$ cat config.mk
export PLATFORM = sky130hd
export DESIGN_NAME = luma_arbiter
export DESIGN_NICKNAME = d
export VERILOG_FILES = /design/src/rtl/luma_pkg.sv /design/src/rtl/luma_mac.sv /design/src/rtl/luma_arbiter.sv
export SDC_FILE = /design/constraint.sdc
export NUM_CORES = 1
export LEC_CHECK = 0
export ABC_AREA = 1
export ABC_CLOCK_PERIOD_IN_PS = 7570
export BUFFER_PORTS_ARGS = -buffer_cell sky130_fd_sc_hd__buf_4
export CAP_MARGIN = 20
export CORE_MARGIN = 1
export CORE_UTILIZATION = 60
export DETAILED_ROUTE_END_ITERATION = 7
export MAX_ROUTING_LAYER = met4
export PLACE_DENSITY = 0.83
export SYNTH_ARGS = -nofsm -noshare
export SYNTH_HDL_FRONTEND = slang
export SYNTH_SLANG_ARGS = --single-unit
$ cat constraint.sdc
create_clock -name iCLK -period 7.57 [get_ports iCLK]
set_clock_uncertainty 0.2 [all_clocks]
set_input_delay 1.1355 -clock iCLK [delete_from_list [all_inputs] [get_ports iCLK]]
set_output_delay 1.1355 -clock iCLK [all_outputs]
set_load 0.1 [all_outputs]
$ cat src/rtl/luma_pkg.sv
// Shared constants and FSM encoding for the luma arbiter slice.
// Coefficients are ITU-R BT.601 weights scaled by 256.
package luma_pkg;

  localparam int unsigned PIX_W  = 10;
  localparam int unsigned COEF_W = 8;
  localparam int unsigned ACC_W  = 18;
  localparam int unsigned SHIFT  = 8;

  localparam logic [COEF_W-1:0] COEF_R = 8'd77;
  localparam logic [COEF_W-1:0] COEF_G = 8'd151;
  localparam logic [COEF_W-1:0] COEF_B = 8'd28;

  typedef logic [2:0] state_t;

  localparam state_t StIdle = 3'd0;
  localparam state_t StMulR = 3'd1;
  localparam state_t StMulG = 3'd2;
  localparam state_t StMulB = 3'd3;
  localparam state_t StOut  = 3'd4;

endpackage

$ cat src/rtl/luma_mac.sv
// Single 10x8 unsigned multiplier feeding an 18-bit accumulator.
// iCLR selects load-product versus accumulate when iEN is high.
module luma_mac
  import luma_pkg::*;
(
  input  logic              iCLK,
  input  logic              iRST,
  input  logic              iEN,
  input  logic              iCLR,
  input  logic [PIX_W-1:0]  iOPERAND,
  input  logic [COEF_W-1:0] iCOEF,
  output logic [PIX_W-1:0]  oLUMA
);

  logic [ACC_W-1:0] product;
  logic [ACC_W-1:0] accD;
  logic [ACC_W-1:0] accQ;

  assign product = {8'b0, iOPERAND} * {10'b0, iCOEF};

  always_comb begin
    accD = accQ;
    if (iEN) begin
      accD = iCLR ? product : accQ + product;
    end
  end

  always_ff @(posedge iCLK) begin
    if (!iRST) begin
      accQ <= '0;
    end else begin
      accQ <= accD;
    end
  end

  // Truncating shift: the sum peaks at 1023*256, so the top bits never overflow.
  assign oLUMA = accQ[ACC_W-1:SHIFT];

endmodule

$ cat src/rtl/luma_arbiter.sv
// Two-requester arbiter around one sequential RGB-to-luma engine.
// FIXED_PRIORITY = 0 alternates under contention; 1 always favours requester 0.
module luma_arbiter
  import luma_pkg::*;
#(
  parameter int unsigned FIXED_PRIORITY = 0
) (
  input  logic             iCLK,
  input  logic             iRST,
  input  logic             iVALID0,
  input  logic [PIX_W-1:0] iR0,
  input  logic [PIX_W-1:0] iG0,
  input  logic [PIX_W-1:0] iB0,
  input  logic             iVALID1,
  input  logic [PIX_W-1:0] iR1,
  input  logic [PIX_W-1:0] iG1,
  input  logic [PIX_W-1:0] iB1,
  output logic             oREADY0,
  output logic             oREADY1,
  output logic             oVALID,
  output logic [PIX_W-1:0] oDATA,
  output logic             oID,
  input  logic             iREADY
);

  localparam bit RoundRobin = (FIXED_PRIORITY == 0);

  state_t stateQ, stateD;
  logic lastQ;
  logic idQ;
  logic [PIX_W-1:0] rQ, gQ, bQ;

  logic idle, grant0, grant1, xfer;
  logic macEn, macClr;
  logic [PIX_W-1:0] macOp;
  logic [COEF_W-1:0] macCoef;

  assign idle = (stateQ == StIdle);

  // Requester 1 wins alone, or under contention when requester 0 was served last.
  assign grant1  = iVALID1 & (~iVALID0 | (RoundRobin & ~lastQ));
  assign grant0  = iVALID0 & ~grant1;
  assign oREADY0 = idle & grant0;
  assign oREADY1 = idle & grant1;
  assign xfer    = oREADY0 | oREADY1;

  always_comb begin
    stateD = stateQ;
    unique case (stateQ)
      StIdle:  if (xfer) stateD = StMulR;
      StMulR:  stateD = StMulG;
      StMulG:  stateD = StMulB;
      StMulB:  stateD = StOut;
      StOut:   if (iREADY) stateD = StIdle;
      default: stateD = StIdle;
    endcase
  end

  always_comb begin
    macEn   = 1'b0;
    macClr  = 1'b0;
    macOp   = rQ;
    macCoef = COEF_R;
    unique case (stateQ)
      StMulR: begin
        macEn  = 1'b1;
        macClr = 1'b1;
      end
      StMulG: begin
        macEn   = 1'b1;
        macOp   = gQ;
        macCoef = COEF_G;
      end
      StMulB: begin
        macEn   = 1'b1;
        macOp   = bQ;
        macCoef = COEF_B;
      end
      default: ;
    endcase
  end

  always_ff @(posedge iCLK) begin
    if (!iRST) begin
      stateQ <= StIdle;
      lastQ  <= 1'b1;
      idQ    <= 1'b0;
      rQ     <= '0;
      gQ     <= '0;
      bQ     <= '0;
    end else begin
      stateQ <= stateD;
      if (xfer) begin
        lastQ <= grant1;
        idQ   <= grant1;
        rQ    <= grant1 ? iR1 : iR0;
        gQ    <= grant1 ? iG1 : iG0;
        bQ    <= grant1 ? iB1 : iB0;
      end
    end
  end

  luma_mac uMac (
    .iCLK     (iCLK),
    .iRST     (iRST),
    .iEN      (macEn),
    .iCLR     (macClr),
    .iOPERAND (macOp),
    .iCOEF    (macCoef),
    .oLUMA    (oDATA)
  );

  assign oVALID = (stateQ == StOut);
  assign oID    = idQ;

endmodule

# After elaboration in Yosys (flattened, before gate mapping)

Index checks and enable logic that the tools add are counted.

Bits of input ports: 65
Register bits: 53
Word-level logic and storage cells: 38

Bitwise operators: 9
Multiply operators: 1
Mux-type cells: 11
Reduce and logical (&&, ||, !) cells: 3
Eq/ne operators: 6
$add $sub $neg: 1

Operators by type and width:

| kind                 | number |
|---|---|
| $mux W10             | 3 |
| $pmux W10 S2         | 1 |
| $add A18 B18 Y18     | 1 |
| $mul A10 B8 Y18      | 1 |
| $mux W18             | 1 |
| $pmux W8 S2          | 1 |
| $pmux W3 S5          | 1 |
| $eq A3 B2 Y1 const B | 2 |
| $mux W3              | 2 |
| $and A1 B1 Y1        | 4 |
| $ne A2 B1 Y1 const B | 2 |
| $eq A3 B1 Y1 const B | 1 |
| $eq A3 B3 Y1 const B | 1 |
| $logic_not A3 Y1     | 1 |
| $not A1 Y1           | 3 |
| $reduce_or A3 Y1     | 1 |
| $mux W1              | 2 |
| $or A1 B1 Y1         | 2 |
| $reduce_and A2 Y1    | 1 |

# Depth between registers and ports, before layout

Gate-level depths: netlist of the first run.

Word-level depth: 9
Mapped depth: 40

# Hierarchy

Synthesis of the first run repeated with hierarchy kept, for this count alone.

Cell total of the unflattened synthesis: 1136
Area total of the unflattened synthesis: 6940.4 um2

Modules (own cells, without submodules):

| module       | seq. area each (um2) | times used | area an instance (um2) | cells an instance |
|---|---|---|---|---|
| luma_mac     | 360.3                | 1          | 4606.9                 | 708 |
| luma_arbiter | 700.7                | 1          | 2333.5                 | 428 |

# Least setup slack after synthesis of the first run

No wires, ideal clock.

Path kind: reg-to-reg
Start point: register stateQ[2]
End point: register uMac.accQ[17]
Path slack: 1631 ps
Data required time: 7261 ps
Arrival time: 5630 ps
Stages on the path, launching flop included: 33
Cell sequence: dfxtp_1 > nor2_1 > inv_2 > nor2_4 > inv_2 > buf_6 > clkbuf_1 > o22ai_1 > fa_1 > inv_1 > fa_1 > inv_1 > fa_1 > inv_1 > fa_1 > inv_1 > ha_1 > a21oi_1 > a21boi_1 > o21bai_1 > or2_2 > and2_1 > ha_1 > nand2_1 > nor2_1 > and2_1 > nand2_1 > nand3_1 > nand3_1 > nand2_1 > nand3_1 > nand2_1 > inv_1

Cells in the longest elaborated chain, start to end: 5

Ends and longest elaborated chain:

| what                                               | line               | RTL |
|---|---|---|
| start, declared                                    | luma_arbiter.sv:28 | `state_t stateQ, stateD;` |
| start signal, assigned                             | luma_arbiter.sv:85 | `stateQ <= StIdle;` |
| start signal, assigned                             | luma_arbiter.sv:92 | `stateQ <= stateD;` |
| $eq A3 B2 Y1                                       | luma_arbiter.sv:64 | `unique case (stateQ)` |
| $pmux W10 S2 / $pmux W8 S2 (equally long branches) | luma_arbiter.sv:64 |  |
| $mul A10 B8 Y18                                    | luma_mac.sv:19     | `assign product = {8'b0, iOPERAND} * {10'b0, iCOEF};` |
| $add A18 B18 Y18                                   | luma_mac.sv:24     | `accD = iCLR ? product : accQ + product;` |
| $mux W18                                           | luma_mac.sv:24     |  |
| end signal, assigned                               | luma_mac.sv:30     | `accQ <= '0;` |
| end signal, assigned                               | luma_mac.sv:32     | `accQ <= accD;` |
| end, declared                                      | luma_mac.sv:17     | `logic [ACC_W-1:0] accQ;` |

Parallel ways exist; a longest one is shown, timed or not.
A chain may end at the register's enable or synchronous reset.

# Final worst setup path of the first run

Same ends and word-level chain as after synthesis.

==> results of run 1 <==
## path summary, 6_finish.rpt
check | startpoint | end | slack [ns]
setup / recovery | stateQ[2]$_SDFFE_PN0P_ | uMac.accQ[17]$_SDFFE_PN0P_ | 0.76
hold / removal | oID$_SDFFE_PN0P_ | oID$_SDFFE_PN0P_ | 0.29
setup reg to reg | stateQ[2]$_SDFFE_PN0P_ | uMac.accQ[17]$_SDFFE_PN0P_ | 0.76
hold reg to reg | oID$_SDFFE_PN0P_ | oID$_SDFFE_PN0P_ | 0.29
## logic make-up after synthesis
kind of cell,Yosys count,share of synthesized area
AOI/OAI and AO/OA,173,0.163
xor gates and xnor gates,14,0.0206
adders and majority gates,103,0.265
buffers and inverters,203,0.139
DFF,53,0.178
and+or+nand+nor,326,0.235
## through the flow
step	cell area, um2	setup slack [ns]	hold WS (ns)	utilization	cells
2_1_floorplan	5970	1.63	0.244	-	872
3_3_place_gp	6530	1.04	0.263	0.675	1047
3_5_place_dp	6530	0.822	0.267	0.675	1047
4_1_cts	6630	0.797	0.289	0.685	1055
5_1_grt	6630	0.226	0.326	0.685	1055
6_report	6630	0.755	0.294	0.685	1055
## Yosys cell counts (all sizes together) (2+ instances only)
cell type | instances | area share
nand3 | 74 | 0.062
or2 | 4 | 0.0042
clkbuf | 17 | 0.011
a31oi | 33 | 0.035
o211ai | 2 | 0.0025
xor2 | 9 | 0.013
xnor2 | 5 | 0.0073
nand2 | 165 | 0.11
fa | 39 | 0.13
nand4 | 2 | 0.0021
nor2 | 67 | 0.047
o22ai | 4 | 0.0052
ha | 64 | 0.13
dfxtp | 53 | 0.18
a21o | 2 | 0.0025
inv | 163 | 0.10
and2 | 5 | 0.0052
nand3b | 3 | 0.0038
a21oi | 46 | 0.039
o21ai | 74 | 0.064
o21bai | 8 | 0.010
nor3 | 4 | 0.0034
buf | 23 | 0.025
## placed cells by master, fill, tap and decap left out, drive strengths merged, types with 5 or more instances in the layout
cell	n
nand3	74
xor2	9
dfxtp	53
o21ai	74
o21bai	8
fa	39
a31oi	33
inv	164
nor2	67
ha	64
xnor2	5
nand2	165
clkbuf	6
buf	82
a21oi	46
and2	5
## layout make-up
class,instances,area share
repair buffers,82,0.0928
inverters,163,0.0922
flip-flops and latches,53,0.160
well taps,133,0.0251
clock buffers,6,0.0125
clock inverters,2,0.00264
multi-input cells,616,0.615
## flip-flops by register name (all words and copies together), names as in the netlist
signal,cells
lastQ,1
stateQ,3
oID,1
bQ,10
gQ,10
rQ,10
uMac.accQ,18
## metal layers
| metal | wire [um] | up-vias |
|---|---|---|
| li1 | - | 2895 |
| met1 | 6990 | 2585 |
| met2 | 6580 | 175 |
| met3 | 790 | 15 |
| met4 | 243 | 0 |
| met5 | 0 | - |
## critical path: cells and delay by family (launching register included)
family / cells / cell delay, ns
AOI/OAI and AO/OA: 5 / 0.84
adders and majority gates: 6 / 2.71
buffers and inverters: 9 / 0.86
DFF: 1 / 0.40
and+or+nand+nor: 15 / 1.69
==> impl_metrics.tcl, run 1 <==
set metrics [dict create \
    status "completed" \
    fin_setup_tns_ns 0 \
    clock_tree_root_driver_cell "clkbuf_8" \
    first_iter_violations 360 \
    synthCells 872 \
    globalRouteMet1Util 0.414 \
    antenna_found_initial 0 \
    final_hold_viols 0 \
    route.detailed.drc 0 \
    placement.io_buffers 78 \
    clk_pin_slew_worst_paths_ns 0.11 \
    critical_path.max_stage_delay_ns 0.53 \
    critical_path.slowest_cell "fa_1" \
    number_of_flops_mapped_to_enable_cells_by_yosys 0 \
    wire_per_inst_um 13.8 \
    fin_nets 1089 \
    synth-warning-count 0 \
    die_w_um 102 \
    min_delay_path_depth 2 \
    timing_worst_slew_pin_value_ns 0.880 \
    total_grt_usage 0.309 \
    r2r.worst_path.cells 35 \
    clk-insertion-delay-late_ns 0.33 \
    drive_gt1_frac 0.124 \
    yosys_most_used_dff "dfxtp_1" \
    die-height_um 102 \
    unrepaired_setup_endpoints_after_global_routing "no" \
    area_delta_synth_final_pct 11.2 \
    report.final.slew_viol_count 0 \
    detailroute.via_count 5670 \
    first_global_vias 5320 \
    layout_min_cycle_time_ns 6.81 \
    yosys_register_bits 53 \
    clock_tree.buffer_depth 2 \
    grt_use_met3 0.0380 \
    worst_setup_path_end_kind "register" \
    total_area_of_multi_input_combinational_cells_mm2 0.00408 \
    synth_async_sr_flop_share 0 \
    seq_area_mm2 0.00106 \
    worstSetupStartpointType "register" \
    via_cell_ratio 5.37 \
    yosysSeqAreaShare 0.178 \
    post_cts_hold_buffer_count 0 \
    detailed_route_wire_length_um 14600 \
    mappedNetlistArea_mm2 0.00597 \
    placeableCoreArea_mm2 0.00968 \
    grt_most_used_layer "met2" \
    die-area_mm2 0.0103 \
    numClockSinks 53 \
    setup_violations 0 \
    timing.setup.critical_path_class "reg -> reg" \
    htreeDepth 2 \
    half_perimeter_wire_length_after_placement_um 11900 \
    crit_fanout 25 \
    crit_top_cell "inv_1" \
    n_antenna_cell 0 \
    antenna_violating_nets_post_route 0 \
    num_rows 36 \
    tritoncts "yes" \
    max_clock_freq_mhz 147 \
    worst_hold_path_type "reg -> reg" \
    max_slew_margin 0.411 \
    numCtsBuffers 5 \
    cts_resized 0 \
    gp_congestion 0.935 \
    worst_ep_arrival_time_ns 6.85 \
    globalRouteMet2Util 0.496 \
    grt_first_pass_wirelength_um 24400 \
    post-route-period-util 0.900 \
    nFillCells 882 \
    postCtsSetupRepairBufs 0 \
    global_route.overflow_total 0 \
    syn_nets 1040 \
    cap_viol_max_count 0 \
    mean_post_synth_cell_area_um2 6.84 \
    drt_pre_antenna_iters 5 \
    synth_cell_types 39 \
    initial_core_utilization 0.616 \
    ioPinCount 79 \
    grt_max_degree 62 \
    worst-endpoint-required_ns 7.60 \
]
Power of run 1 is not shown: default switching activity piles up to over one toggle a cycle in this logic, so the estimate is an artifact.
==> run 2: changes to the inputs <==
--- a/config.mk
+++ b/config.mk
@@ -10,10 +10,10 @@
 export BUFFER_PORTS_ARGS = -buffer_cell sky130_fd_sc_hd__buf_4
 export CAP_MARGIN = 20
 export CORE_MARGIN = 1
-export CORE_UTILIZATION = 60
+export CORE_UTILIZATION = 40
 export DETAILED_ROUTE_END_ITERATION = 7
 export MAX_ROUTING_LAYER = met4
-export PLACE_DENSITY = 0.83
+export PLACE_DENSITY = 0.69
 export SYNTH_ARGS = -nofsm -noshare
 export SYNTH_HDL_FRONTEND = slang
 export SYNTH_SLANG_ARGS = --single-unit
==> impl_metrics.tcl, run 2 (synthesis results as in run 1) <==
set metrics [dict create \
    status "completed" \
    clock_tree.buffer_depth 2 \
    gp_congestion 1.02 \
    worst_hold_path_type "reg -> reg" \
    clk-insertion-delay-late_ns 0.31 \
    clk_pin_slew_worst_paths_ns 0.08 \
    htreeDepth 2 \
    grt_first_pass_wirelength_um 25500 \
    via_cell_ratio 5.07 \
    clock_tree_root_driver_cell "clkbuf_16" \
    number_of_flip_flops_in_the_largest_register 18 \
    die-height_um 124 \
    setup_violations 0 \
    reg2reg_setup_slack_ns 0.68 \
    max_clock_freq_mhz 145 \
    die_w_um 124 \
    layout_min_cycle_time_ns 6.89 \
    wire_per_inst_um 14.2 \
    worst-endpoint-required_ns 7.59 \
    report.final.slew_viol_count 0 \
    first_iter_violations 288 \
    worstSetupStartpointType "register" \
    fin_setup_tns_ns 0 \
    die-area_mm2 0.0154 \
    drt_pre_antenna_iters 5 \
    detailed_route_wire_length_um 15700 \
    unrepaired_setup_endpoints_after_global_routing "no" \
    cts_resized 0 \
    max_slew_margin 0.404 \
    numClockSinks 53 \
    global_route.overflow_total 0 \
    grt_max_degree 62 \
    total_grt_usage 0.222 \
    fin_nets 1090 \
    worst_setup_path_end_kind "register" \
    largest-register "uMac.accQ" \
    dpl.cell_count 1098 \
    layout_common_cells "nand2_1, inv_1, buf_4" \
    postCtsSetupRepairBufs 0 \
    cap_viol_max_count 0 \
    drive_gt1_frac 0.125 \
    antenna_violating_nets_post_route 0 \
    fin_cells 1107 \
    first_global_vias 5297 \
    timing.setup.critical_path_class "reg -> reg" \
    placement.io_buffers 78 \
    crit_fanout 25 \
    antenna_found_initial 0 \
    layout_commonest_cell "nand2_1" \
    finish.utilization 0.465 \
    detailroute.via_count 5611 \
    route.detailed.drc 0 \
    worst_ep_arrival_time_ns 6.91 \
    tritoncts "yes" \
    timing_worst_slew_pin_value_ns 0.891 \
    initial_core_utilization 0.410 \
    n_antenna_cell 0 \
    ioPinCount 79 \
    final_hold_viols 0 \
    post-route-period-util 0.910 \
    placeableCoreArea_mm2 0.0145 \
    numCtsBuffers 5 \
    crit_top_cell "inv_1" \
    post_cts_hold_buffer_count 0 \
    half_perimeter_wire_length_after_placement_um 12500 \
    num_rows 44 \
    critical_path.max_stage_delay_ns 0.53 \
    area_delta_synth_final_pct 13.4 \
    critical_path.slowest_cell "fa_1" \
]
run 2: cell types whose count changed in the layout (fill, tap and decap cells not counted), sizes merged:
cell    previous run  this run
clkbuf             6         5
buf               82        83
inv              164       165
run 2: cell type report:
class / count / area, um2
fillers: 1543 / 7770
well taps: 184 / 230
clock inverters: 3 / 28.8
multi-input cells: 616 / 4080
flip-flops and latches: 53 / 1060
clock buffers: 5 / 125
inverters: 163 / 612
repair buffers: 83 / 631
run 2: final timing paths:
path                          startpoint                    endpoint  depth (start not counted)
setup reg to reg  stateQ[2]$_SDFFE_PN0P_  uMac.accQ[17]$_SDFFE_PN0P_                         35
hold reg to reg         oID$_SDFFE_PN0P_            oID$_SDFFE_PN0P_                          2
hold / removal          oID$_SDFFE_PN0P_            oID$_SDFFE_PN0P_                          2
setup / recovery  stateQ[2]$_SDFFE_PN0P_  uMac.accQ[17]$_SDFFE_PN0P_                         35
run 2: per-layer routing:
layer / global-route usage / wire length (um) / vias up
li1: - / - / 2902
met3: 0.0307 / 503 / 25
met2: 0.372 / 7450 / 103
met1: 0.274 / 7270 / 2581
met5: - / 0 / -
met4: 0.0729 / 451 / 0
run 2: per-stage QoR:
stage	hold WS, ns	setup WS [ns]	cell area, um2
after global routing	0.310	0.243	6770
after global placement	0.259	0.934	6600
after CTS	0.274	0.754	6750
final	0.270	0.684	6770
after floorplan	0.244	1.63	5970
after detailed placement	0.262	0.811	6600
run 2: worst max-delay path, delay by kind of cell, from the launching register on:
kind            cells  cell delay [ns]
compound gates      6             1.15
fa+ha+maj           6             2.70
buf+inv             9             0.84
flops               1             0.39
simple gates       14             1.51
Power of run 2 is left out for the same reason.
